[src/rtl/mem_stage_pkg.sv]
// -----------------------------------------------------------------------------
// mem_stage_pkg
// Shared definitions for the memory-access stage: opcode and funct3 constants,
// FSM state encoding, legacy value constants and small decode helpers.
// -----------------------------------------------------------------------------
package mem_stage_pkg;

  // Legacy value constants kept for compatibility with surrounding pipeline code.
  localparam logic        True_v   = 1'b1;
  localparam logic        False_v  = 1'b0;
  localparam logic [31:0] ZeroWord = 32'h0000_0000;

  // Opcodes that need the memory port; everything else passes through.
  localparam logic [6:0] OPC_LOAD  = 7'b0000011;
  localparam logic [6:0] OPC_STORE = 7'b0100011;

  // funct3 access size / sign encodings.
  localparam logic [2:0] F3_B  = 3'b000;
  localparam logic [2:0] F3_H  = 3'b001;
  localparam logic [2:0] F3_W  = 3'b010;
  localparam logic [2:0] F3_BU = 3'b100;
  localparam logic [2:0] F3_HU = 3'b101;

  typedef enum logic {
    ST_IDLE = 1'b0,
    ST_BUSY = 1'b1
  } state_t;

  function automatic logic is_mem_op(input logic [6:0] op);
    return (op == OPC_LOAD) || (op == OPC_STORE);
  endfunction

  // Index of the final byte of an access. Size comes from funct3[1:0] only,
  // so the reserved encoding 2'b11 behaves as a word.
  function automatic logic [1:0] last_byte_idx(input logic [2:0] f3);
    case (f3[1:0])
      2'b00:   return 2'd0;
      2'b01:   return 2'd1;
      default: return 2'd3;
    endcase
  endfunction

endpackage

[src/rtl/mem_stage_load_ext.sv]
// -----------------------------------------------------------------------------
// mem_load_ext
// Combinational sign/zero extension of the assembled load word by funct3.
//   i_funct3 : access size and sign (B, H, W, BU, HU; reserved 011 acts as W)
//   i_word   : little-endian assembled bytes, valid low bytes only
//   o_data   : extended writeback value
// -----------------------------------------------------------------------------
module mem_load_ext
  import mem_stage_pkg::*;
#(
  parameter int XLEN = 32
) (
  input  logic [2:0]      i_funct3,
  input  logic [31:0]     i_word,
  output logic [XLEN-1:0] o_data
);

  always_comb begin
    case (i_funct3)
      F3_B:    o_data = XLEN'($signed(i_word[7:0]));
      F3_H:    o_data = XLEN'($signed(i_word[15:0]));
      F3_BU:   o_data = XLEN'(i_word[7:0]);
      F3_HU:   o_data = XLEN'(i_word[15:0]);
      default: o_data = XLEN'($signed(i_word));
    endcase
  end

endmodule

[src/rtl/mem_stage.sv]
// -----------------------------------------------------------------------------
// mem_stage
// Memory-access pipeline stage. ALU results pass straight to writeback in one
// cycle; loads and stores are serialised over a byte-wide memory port, one
// byte per req/ack handshake, with stall_req holding upstream meanwhile.
//
// Ports:
//   clk, rst            clock; asynchronous active-high reset
//   rdy                 global enable; low freezes all state and outputs
//   opcode_in..wdata_in execute-stage results (addr_in is ALU result for ALU ops)
//   mem_req/we/addr/dout, mem_din/ack   byte memory port
//   we_out/waddr_out/wdata_out          writeback register
//   stall_req           combinational upstream freeze request
//   misalign_o          (only with MEM_MISALIGN_TRAP_EN) one-cycle trap pulse
//
// Build option: define MEM_MISALIGN_TRAP_EN to reject misaligned H/W accesses
// in IDLE instead of performing them byte-wise.
// -----------------------------------------------------------------------------
module mem_stage
  import mem_stage_pkg::*;
#(
  parameter int ADDR_W = 32,
  parameter int XLEN   = 32,
  parameter int RA_W   = 5
) (
  input  logic              clk,
  input  logic              rst,
  input  logic              rdy,
  input  logic [6:0]        opcode_in,
  input  logic [2:0]        funct3_in,
  input  logic              we_in,
  input  logic [RA_W-1:0]   rd_in,
  input  logic [ADDR_W-1:0] addr_in,
  input  logic [XLEN-1:0]   wdata_in,
  output logic              mem_req,
  output logic              mem_we,
  output logic [ADDR_W-1:0] mem_addr,
  output logic [7:0]        mem_dout,
  input  logic [7:0]        mem_din,
  input  logic              mem_ack,
  output logic              we_out,
  output logic [RA_W-1:0]   waddr_out,
  output logic [XLEN-1:0]   wdata_out,
`ifdef MEM_MISALIGN_TRAP_EN
  output logic              misalign_o,
`endif
  output logic              stall_req
);

  state_t              r_state;
  state_t              w_state_nxt;
  logic [ADDR_W-1:0]   r_addr;
  logic [31:0]         r_sdata;
  logic [2:0]          r_funct3;
  logic [RA_W-1:0]     r_rd;
  logic                r_store;
  logic [1:0]          r_k;
  logic [31:0]         r_asm;

  logic                w_is_mem;
  logic                w_misalign;
  logic                w_start;
  logic                w_ack;
  logic                w_last;
  logic                w_done;
  logic [31:0]         w_asm_nxt;
  logic [XLEN-1:0]     w_load_data;

  assign w_is_mem = is_mem_op(opcode_in);

`ifdef MEM_MISALIGN_TRAP_EN
  logic r_misalign;

  assign w_misalign = w_is_mem &&
                      (((funct3_in[1:0] == 2'b01) && addr_in[0]) ||
                       (funct3_in[1] && (addr_in[1:0] != 2'b00)));
  assign misalign_o = r_misalign;
`else
  assign w_misalign = False_v;
`endif

  assign w_start = (r_state == ST_IDLE) && w_is_mem && !w_misalign;

  // An ack while frozen is ignored, so it must not complete a byte.
  assign w_ack  = rdy && mem_ack;
  assign w_last = (r_k == last_byte_idx(r_funct3));
  assign w_done = (r_state == ST_BUSY) && w_ack && w_last;

  // Assembly word including the byte arriving this cycle, so the final byte
  // can be written back on the same edge it is acknowledged.
  always_comb begin
    w_asm_nxt            = r_asm;
    w_asm_nxt[8*r_k +: 8] = mem_din;
  end

  mem_load_ext #(
    .XLEN (XLEN)
  ) u_load_ext (
    .i_funct3 (r_funct3),
    .i_word   (w_asm_nxt),
    .o_data   (w_load_data)
  );

  // FSM state register.
  always_ff @(posedge clk or posedge rst) begin
    if (rst) begin
      r_state <= ST_IDLE;
    end else if (rdy) begin
      // NOTE: sequential state uses non-blocking assignments so every register
      // samples pre-edge values regardless of process evaluation order.
      r_state <= w_state_nxt;
    end
  end

  // Next state and memory-port outputs. The port is a pure function of the
  // BUSY state, so reset drops mem_req without waiting for a clock.
  always_comb begin
    // NOTE: every output gets a default before the case so no path leaves a
    // signal unassigned, which would infer a latch.
    w_state_nxt = r_state;
    mem_req     = False_v;
    mem_we      = False_v;
    mem_addr    = '0;
    mem_dout    = '0;
    stall_req   = False_v;
    case (r_state)
      ST_IDLE: begin
        stall_req = w_start;
        if (w_start) w_state_nxt = ST_BUSY;
      end
      ST_BUSY: begin
        mem_req   = True_v;
        mem_we    = r_store;
        mem_addr  = r_addr + ADDR_W'(r_k);
        mem_dout  = r_sdata[8*r_k +: 8];
        stall_req = !w_done;
        if (w_done) w_state_nxt = ST_IDLE;
      end
      default: w_state_nxt = ST_IDLE;
    endcase
  end

  // Access context, byte counter, assembly and writeback registers.
  always_ff @(posedge clk or posedge rst) begin
    if (rst) begin
      r_addr    <= '0;
      r_sdata   <= ZeroWord;
      r_funct3  <= '0;
      r_rd      <= '0;
      r_store   <= False_v;
      r_k       <= '0;
      r_asm     <= ZeroWord;
      we_out    <= False_v;
      waddr_out <= '0;
      wdata_out <= '0;
`ifdef MEM_MISALIGN_TRAP_EN
      r_misalign <= False_v;
`endif
    end else if (rdy) begin
`ifdef MEM_MISALIGN_TRAP_EN
      r_misalign <= (r_state == ST_IDLE) && w_misalign;
`endif
      case (r_state)
        ST_IDLE: begin
          if (w_is_mem) begin
            // Bubble in writeback while the access runs (or is trapped).
            we_out <= False_v;
            if (w_start) begin
              r_addr   <= addr_in;
              r_sdata  <= wdata_in[31:0];
              r_funct3 <= funct3_in;
              r_rd     <= rd_in;
              r_store  <= (opcode_in == OPC_STORE);
              r_k      <= '0;
              r_asm    <= ZeroWord;
            end
          end else begin
            we_out    <= we_in && (rd_in != '0);
            waddr_out <= rd_in;
            wdata_out <= XLEN'(addr_in);
          end
        end
        ST_BUSY: begin
          if (w_ack) begin
            r_asm <= w_asm_nxt;
            if (w_last) begin
              if (r_store) begin
                we_out <= False_v;
              end else begin
                we_out    <= (r_rd != '0);
                waddr_out <= r_rd;
                wdata_out <= w_load_data;
              end
            end else begin
              r_k <= r_k + 2'd1;
            end
          end
        end
        default: ;
      endcase
    end
  end

endmodule

[config.mk]
export PLATFORM = sky130hd
export DESIGN_NAME = mem_stage
export DESIGN_NICKNAME = d
export VERILOG_FILES = /design/src/rtl/mem_stage_pkg.sv /design/src/rtl/mem_stage_load_ext.sv /design/src/rtl/mem_stage.sv
export SDC_FILE = /design/constraint.sdc
export NUM_CORES = 1
export LEC_CHECK = 0
export CAP_MARGIN = 30
export CORE_ASPECT_RATIO = 2
export CORE_MARGIN = 4
export CORE_UTILIZATION = 25
export CTS_CLUSTER_DIAMETER = 50
export DETAILED_ROUTE_END_ITERATION = 10
export PLACE_DENSITY = 0.56
export SYNTH_ARGS = -nofsm -noshare
export SYNTH_HDL_FRONTEND = slang
export SYNTH_SLANG_ARGS = --single-unit
[constraint.sdc]
create_clock -name clk -period 5.5 [get_ports clk]
set_input_delay 1.1 -clock clk [delete_from_list [all_inputs] [get_ports clk]]
set_output_delay 1.1 -clock clk [all_outputs]
set_load 0.02 [all_outputs]
; ---- Word level (Yosys, flattened, before mapping)
; Index checks and enable logic that the tools add are counted.
[word_totals]
register_bits = 146
in_bits = 92
out_inout_bits = 81
elab_cells = 83
[classes]
add_sub_neg = 3
n_eq_ne = 14
shift = 3
muxes = 35
bitwise = 1
reduce_logical = 16
[ops]
columns = cell, count
row1 = $mux 32, 8
row2 = $pmux 32 s2, 2
row3 = $pmux 32 s4, 1
row4 = $neg 5->34, 1
row5 = $shift 8x34->32 const A, 1
row6 = $shiftx 8x34->32, 1
row7 = $add 32x2->32, 1
row8 = $bwmux 32, 1
row9 = $shiftx 32x6->8, 1
row10 = $mux 5, 4
row11 = $ne 2x2->1 const B, 5
row12 = $pmux 5 s2, 1
row13 = $reduce_and 5->1, 2
row14 = $reduce_bool 5->1, 2
row15 = $mux 1, 8
row16 = $mux 2, 4
row17 = $mux 8, 1
row18 = $pmux 2 s2, 2
row19 = $reduce_and 4->1, 2
row20 = $eq 7x2->1 const B, 1
row21 = $eq 7x6->1 const B, 1
row22 = $eq 3x3->1 const B, 2
row23 = $pmux 1 s2, 3
row24 = $logic_and 1x1->1, 5
row25 = 11 further kinds, 12

; ---- Longest topological paths before layout
[logic_depth]
ltp_word = 8
ltp_mapped = 10
ltp_nobuf = 6

; ---- By module
; From an unflattened synthesis, not the netlist that was laid out.
[hier_totals]
cells_unflattened = 730
hier_area_um2 = 8046.5
[modules_own_cells]
columns = module, instances, cells_per_inst, area_per_inst_um2, seq_area_each_um2
row1 = mem_stage, 1, 663, 7691.1, 3653.5
row2 = mem_load_ext, 1, 67, 355.3, 0.0

; ---- Worst setup path after synthesis
; No wires, ideal clock.
[synth_path]
path_type = register to output
from = register r_k[0]
to = output mem_addr[24]
arrival_time_ps = 2077
required_ps = 4400
setup_slack_ps = 2323
stages_incl_launch_ff = 7
path_buffers = 0
cell_sequence = dfrtp_1 -> ha_1 -> fa_1 -> and2_1 -> nand4_1 -> or4_1 -> a21oi_1
[synth_via]
elab_chain_len = 2
[synth_lines]
columns = item, line_no
row1 = "start, declared", mem_stage.sv:57  ; logic [1:0] r_k;
row2 = "start signal, assigned", mem_stage.sv:195  ; r_k <= r_k + 2'd1;
row3 = $add 32x2->32, mem_stage.sv:134  ; mem_addr = r_addr + ADDR_W'(r_k);
row4 = $mux 32, mem_stage.sv:126  ; case (r_state)
row5 = "end, declared", mem_stage.sv:37  ; output logic [ADDR_W-1:0] mem_addr,
; Every way passes these cells.

; ---- Final worst setup path
[layout_path]
from = register r_k[1]
to = output mem_addr[31]
; Same word-level chain as after synthesis.

==> impl_results.md <==
* Worst Reg-to-Reg Cells at 6
* Clk_skew at between 5 and 6 ps
* Status: completed
* Minimum clock period at about 5000 ps
* I/O pins at 173
* Finished Core Util at around 34%
* RSZ-0062 raised after global routing: no
* Global-route wire length before repair at roughly 38,000 µm
* Worst-Margin Slew at approximately 910 ps
* Sequential fraction of design power at a little over a third
* Max Cap Viol at 0
* Crit start category: register
* Flop2flop setup slack at ~1800 ps
* #FFs+latches synth at around 150
* Setup-failing EPs final at 0
* Leakage Power at roughly 4.3 nW
* Post-CTS setup buffer count at 0
* Max-slew violation count at 0
* Fraction of registers with async set/reset at 100%
* Worst Hold Class: reg2reg
* Die X at between 100 and 150 µm
* Placer Congestion at ~0.84
* Post-synth EDFFs at 0
* Num CTS Buffers at 17
* Fraction of layout cells with a size suffix above 1 at between 10% and 20%
* Critical Path Fanout Max at 16
* CTS sink cnt at between 100 and 150
* Relative slew slack at between 30 and 40%
* Remaining antenna violation count after routing at 0
* Initial DRT Pass Iterations at 4
* Metal2 WL at roughly 14,000 µm
* Peak Freq at ~200 MHz
* IO buf count at ~170
* Post-Syn Nets at 765
* Vias/cell at slightly above 5
* Starting Density at between 20 and 30%
* Maximum buffer depth of the clock tree at 2
* Worst Hold End: r_asm[1]
* Prevailing post-synth register cell: dfrtp_1
* Post-route setup TNS at 0 ps
* Critical path endpoint category: output pin
* Seq/Total Area, Yosys at between 40% and 50%
* Int Power at 0.00297 W
* Post-cts hold buffer count at 0
* H-tree depth at 4
* Vias at 6,140
* Setup CP Type: reg2out
* Fin nets at 919
* Area delta synth->final at 35.3%
* DIE HEIGHT at ~250 µm
* Core Footprint at 0.0301 mm²
* Met3 WL at 1080 µm
* DR DRC count at 0
* R2r endpoint: wdata_out[7]
* Gate Count Post-Synth at around 670
* Hold Path Origin: r_asm[1]
* Comb power frac at 38.0%
* CP Data Required Time at 4400 ps
* Final cycle utilization of the critical path at 89.0%
* WL/cell at ~21 µm
* Pwr Density at ~450 mW/mm²
* Synth warn at 0
* Clock transition at the registers of the reported paths at 60 ps
* Syn Area/Cell at 11.4 µm²
* Synthesized cell area at ~0.0076 mm²
* Overflow after GRT at 0
* Die area at ~0.033 mm²
* Hpwl dp at around 19,000 µm
* VDD IR max at about 0.21 mV
* RR Startpoint: r_state
* Initial DRC Count at 188
* Clock network fraction of total power at between 20% and 30%
* Clock latency on the worst-skew pair at between 400 and 500 ps
* Largest net degree at the start of global routing at 94
* Initial antenna violation count at 1
* Psw at between 0.0015 and 0.002 W
* Final Hold Vio Count at 0
* Root buf cell: clkbuf_16
* Tot GR Track Use at between 15 and 20%
* CTS resizes at 0
* M1 wire length at 8680 µm
* Row count at 90
* Total wire length at 25,300 µm
* Crit. Startpoint: r_k[1]
* Arrival time at the worst endpoint at around 3800 ps
* Sw frac at about 36%
* Synth cell types at 58
* TritonCTS clock tree: built
* DR top layer: met4
* Hold path cells at 1
* Vias in the first global route at between 6,000 and 7,000
## layout make-up
class | count | area [µm²]
tap | 368 | 460
sequential | 146 | 3650
clock inverter | 10 | 130
antenna | 1 | 2.50
clock buffer | 22 | 484
fill | 3040 | 19800
inverter | 10 | 42.5
timing repair buffer | 184 | 1820
multi-input combinational | 460 | 3700
## kinds of logic after synthesis
| logic type | count (synthesis) | share of synthesized area, % |
|---|---|---|
| XOR/XNOR | 11 | 1.27 |
| buffers and inverters | 59 | 3.39 |
| AND/OR/NAND/NOR | 179 | 14.1 |
| adder cells (fa/ha/maj) | 8 | 1.41 |
| multiplexers | 110 | 17.4 |
| AO/OA/AOI/OAI | 152 | 14.4 |
| flip-flops | 146 | 48.0 |
## worst max path at each step
stage	depth (start not counted)	slack, ps	endpoint
2_1_floorplan	1	480	r_addr[0]
3_3_place_gp	6	1030	mem_addr[31]
3_5_place_dp	6	950	mem_addr[31]
4_1_cts	6	450	mem_addr[31]
5_1_grt	6	270	mem_addr[31]
6_report	6	600	mem_addr[31]
## registers in the layout, indices dropped and copies added, names as in the netlist
name,flops
wdata_out,32
r_sdata,32
we_out,1
r_funct3,3
r_state,1
r_addr,32
r_k,2
r_store,1
r_rd,5
r_asm,32
waddr_out,5
## per-layer routing
metal / up-vias / GRT usage, %
met3: 47 / 3.55
met2: 156 / 30.1
met1: 3074 / 14.3
met4: 0 / 7.81
met5: - / 0
li1: 2863 / -
## power groups by stage
stage	Sequential, W	Clock [W]	Combinational, W
2_1_floorplan	0.00170	0	0.000919
3_3_place_gp	0.00166	0	0.00176
3_5_place_dp	0.00167	0	0.00178
4_1_cts	0.00165	0.00125	0.00178
5_1_grt	0.00169	0.00129	0.00189
6_report	0.00164	0.00121	0.00175
## worst max-delay path: stages, from the launching register on
cell,delay [ps]
dfrtp_1,900
ha_1,280
a21o_1,190
nand4_1,570
nor4_1,560
mux2i_1,230
clkdlybuf4s50_1,620
## placed cells by master (no fill, tap or decap), types with 8 or more instances in the layout
cell type / netlist / layout
mux2_1: 12 / 12
mux2_2: 88 / 88
and2_1: 17 / 17
buf_4: 0 / 10
o31ai_1: 12 / 12
or4_1: 10 / 10
clkdlybuf4s50_1: 0 / 172
and3_1: 17 / 17
nand4_1: 12 / 12
a22o_1: 23 / 23
mux4_2: 8 / 8
a21oi_1: 40 / 40
xor2_1: 10 / 10
nand2_1: 12 / 12
and4b_1: 10 / 10
nor3_1: 19 / 19
dfrtp_1: 146 / 145
inv_1: 10 / 9
a221oi_1: 15 / 15
nor2b_1: 12 / 12
nand3_1: 10 / 10
o2bb2ai_1: 9 / 9
nor2_1: 31 / 31
clkbuf_16: 0 / 17
o21ai_0: 8 / 8
a31oi_1: 16 / 16
## synthesized netlist by cell type (all sizes together) (8+ instances only)
library cell | n | share of area [%]
nor3 | 19 | 1.2
dfrtp | 146 | 48
nor2b | 12 | 0.99
and4b | 10 | 1.3
o31ai | 12 | 1.2
clkbuf | 37 | 1.8
nand2 | 12 | 0.59
nand4 | 12 | 0.99
or4 | 11 | 1.1
a22o | 23 | 2.6
and3 | 17 | 1.4
nand3 | 10 | 0.66
inv | 10 | 0.49
a221oi | 15 | 1.7
xor2 | 10 | 1.2
mux4 | 8 | 2.4
and2 | 17 | 1.4
a31oi | 16 | 1.3
o21ai | 12 | 0.79
mux2 | 100 | 15
buf | 12 | 1.1
a21oi | 40 | 2.6
o2bb2ai | 9 | 1.0
nor2 | 31 | 1.5
## through the flow
step                worst slack [ps]  instances  area (µm²)  total power, W  hold WS [ps]
floorplan                        477        665        7610         0.00262           449
global placement                1030       1167        9670         0.00341           465
detailed placement               945       1168        9680         0.00344           466
CTS                              448       1200       10300         0.00468           485
global route                     271       1201       10300         0.00487           501
finish                           604       1201       10300         0.00460           483
No activity file was read; power rests on OpenSTA's default activity.
==> patch (config.mk and constraints unchanged) <==
Change the parameter `ADDR_W` from 32 to 64.
--- a/src/rtl/mem_stage.sv
+++ b/src/rtl/mem_stage.sv
@@ -19,7 +19,7 @@
 module mem_stage
   import mem_stage_pkg::*;
 #(
-  parameter int ADDR_W = 32,
+  parameter int ADDR_W = 64,
   parameter int XLEN   = 32,
   parameter int RA_W   = 5
 ) (
Interface: changed (resized addr_in and mem_addr); port bits go from 173 to 237. No check against the original RTL was run, so the function may have changed too.
==> patch against the unedited design <==
  * Global-route usage up 1.5 points
  * Cell count rose by 39%
  * Sequential cell count up 32
  * Maximum frequency down 1.8%
  * Design area rose by 29%
  * Register-to-register slack gained 570 ps
  * Wire length increased by 40%
  * Synthesized area rose by 28%
  * Setup slack got worse by 88 ps
  * Worst hold slack got worse by 3.5 ps
  * Count of clock-buffer cells in the layout is 3 lower
  * Power fell by 12%
  * Critical endpoint is now mem_addr[37]
  * Largest power group is now sequential cells
==> patch: results (changes against the unedited design) <==
[metrics] Iteration-0 DRC Markers: 309 (was 188)
[metrics] most used flip-flop cell after synthesis: sky130_fd_sc_hd__dfrtp_1 (unchanged)
[metrics] Worst VDD drop: 0.236 mV (was 0.207 mV)
[metrics] Layout Skew: 12.1 ps (was 5.36 ps)
[metrics] WP data arrival: 3880 ps (was 3800 ps)
[metrics] total routing usage reported by global routing: 0.167 (was 0.152)
[metrics] Routed Wire Length: 35.4 mm (was 25.3 mm)
[metrics] Longest Clk Path Bufs: 2 (unchanged)
[metrics] Critical Path Slowest Stage Cell: sky130_fd_sc_hd__or4_4 (was sky130_fd_sc_hd__dfrtp_1)
[metrics] slowest stage delay, CP: 710 ps (was 900 ps)
[metrics] Static Leak: 5.14 nW (was 4.28 nW)
[metrics] actual transition at the worst max-transition pin: 1030 ps (was 914 ps)
[metrics] status: complete, no violations (unchanged)
[metrics] syn_nets: 1055 (was 765)
[metrics] global-route wire length before repair: 53.2 mm (was 38.4 mm)
[metrics] Switching Fraction: 0.313 (was 0.355)
[metrics] layout cell share with drive strength beyond 1: 0.188 (was 0.175)
[metrics] clock edge transition at the registers on the reported setup and hold paths: 70 ps
[metrics] RD Place Congestion: 0.804 (was 0.836)
[metrics] commonest non-fill, non-tap cell in the layout: sky130_fd_sc_hd__clkdlybuf4s50_1 (unchanged)
[metrics] Min-Delay Path Depth: 2 (was 1)
[metrics] number of vias in the routed layout: 8163 (was 6140)
[metrics] root buffer selected by CTS: sky130_fd_sc_hd__clkbuf_16 (unchanged)
[metrics] first drt pass iteration count: 6 (was 4)
[metrics] maximum fanout count along the critical path: 17 (was 16)
[metrics] dominant cells by area after synthesis: sky130_fd_sc_hd__dfrtp_1 (46%), sky130_fd_sc_hd__mux2_2 (17%), sky130_fd_sc_hd__a21oi_1 (3.2%) (was sky130_fd_sc_hd__dfrtp_1 (48%), sky130_fd_sc_hd__mux2_2 (13%), sky130_fd_sc_hd__a22o_1 (2.6%))
[metrics] vias in the first global route: 8644 (was 6421)
[metrics] number of distinct library cells after synthesis: 64 (was 58)
[metrics] most used standard cells in the synthesized netlist: sky130_fd_sc_hd__dfrtp_1 (178), sky130_fd_sc_hd__mux2_2 (145), sky130_fd_sc_hd__a21oi_1 (63), sky130_fd_sc_hd__nor2_1 (63), sky130_fd_sc_hd__clkbuf_1 (46) (was sky130_fd_sc_hd__dfrtp_1 (146), sky130_fd_sc_hd__mux2_2 (88), sky130_fd_sc_hd__a21oi_1 (40))
[metrics] number of buffers inserted by port buffering: 236 (was 172)
[metrics] Detailed Place HPWL: 27.2 mm (was 19.4 mm)
[metrics] initial antenna violation count: 4 (was 1)
[metrics] insertion delay to the later sink of the worst-skew pair: 450 ps
[metrics] cell type group with the largest total delay on the critical path: simple AND/OR/NAND/NOR gates (unchanged)
[metrics] pin count of the biggest net entering global routing: 125 (was 94)
[metrics] fin nets: 1265 (was 919)
[metrics] path depth of the worst reg2reg path: 8 (was 6)
[metrics] proportion of synthesized chip area in sequential cells: 0.457 (was 0.480)
## patch: path summary, 6_finish.rpt
check / from / slack [ps] / end
hold / removal: r_asm[0]$_DFFE_PP0P_ / 480 / r_asm[0]$_DFFE_PP0P_
hold reg to reg: r_asm[0]$_DFFE_PP0P_ / 480 / r_asm[0]$_DFFE_PP0P_
min in group asynchronous: rst / 890 / r_sdata[3]$_DFFE_PP0P_
setup reg to reg: r_k[0]$_DFFE_PP0P_ / 2390 / wdata_out[25]$_DFFE_PP0P_
setup / recovery: r_k[1]$_DFFE_PP0P_ / 520 / mem_addr[37]
max in group asynchronous: rst / 3650 / wdata_out[1]$_DFFE_PP0P_
## patch: logic make-up after synthesis
family	Yosys count	share of synthesized area
DFF	178	0.457
buffers and inverters	91	0.0380
AOI/OAI and AO/OA	181	0.121
adders and majority gates	7	0.00976
and+or+nand+nor	279	0.156
muxes	156	0.189
xor gates and xnor gates	32	0.0288
## patch: metrics by stage
step	setup WS (ps)	area, um2	cells	power (mW)	hold slack (ps)
after floorplan	1870	9750	924	2.26	441
after global placement	582	12600	1633	2.74	456
after detailed placement	559	12700	1635	2.77	466
after CTS	46.3	13300	1667	4.10	483
after global routing	167	13300	1671	4.24	513
final	517	13300	1671	4.03	480
## patch: what timing repair did
item,in CTS,in global routing
resized for setup,0,1
setup buffers,0,0
setup endpoints to repair,0,3
hold buffers,0,0
## patch: per-layer routing
layer  GRT usage  up-vias  wire length [um]
li1            -     3822                 -
met1       0.166     4050             12200
met2       0.325      236             20400
met3      0.0286       55              1420
met4      0.0831        0              1320
met5           0        -                 0
## patch: worst min-delay path, stage by stage (launching register included)
cell	delay (ps)
sky130_fd_sc_hd__dfrtp_1	340
sky130_fd_sc_hd__nand2_1	40
sky130_fd_sc_hd__o21ai_0	60
## patch: layout make-up
| class | count | area (um2) |
|---|---|---|
| Antenna cell | 4 | 10.0 |
| Fill cell | 3955 | 25400 |
| Clock buffer | 19 | 443 |
| Inverter | 33 | 128 |
| Tap cell | 520 | 651 |
| Multi-Input combinational cell | 655 | 4940 |
| Sequential cell | 178 | 4460 |
| Clock inverter | 13 | 175 |
| Timing Repair Buffer | 249 | 2480 |
## patch: power by group through the flow
stage	Combinational [mW]	Clock, mW	Sequential (mW)
after floorplan	0.504	0	1.76
after global placement	1.04	0	1.71
after detailed placement	1.05	0	1.72
after CTS	1.06	1.36	1.69
after global routing	1.12	1.40	1.72
final	1.04	1.31	1.69
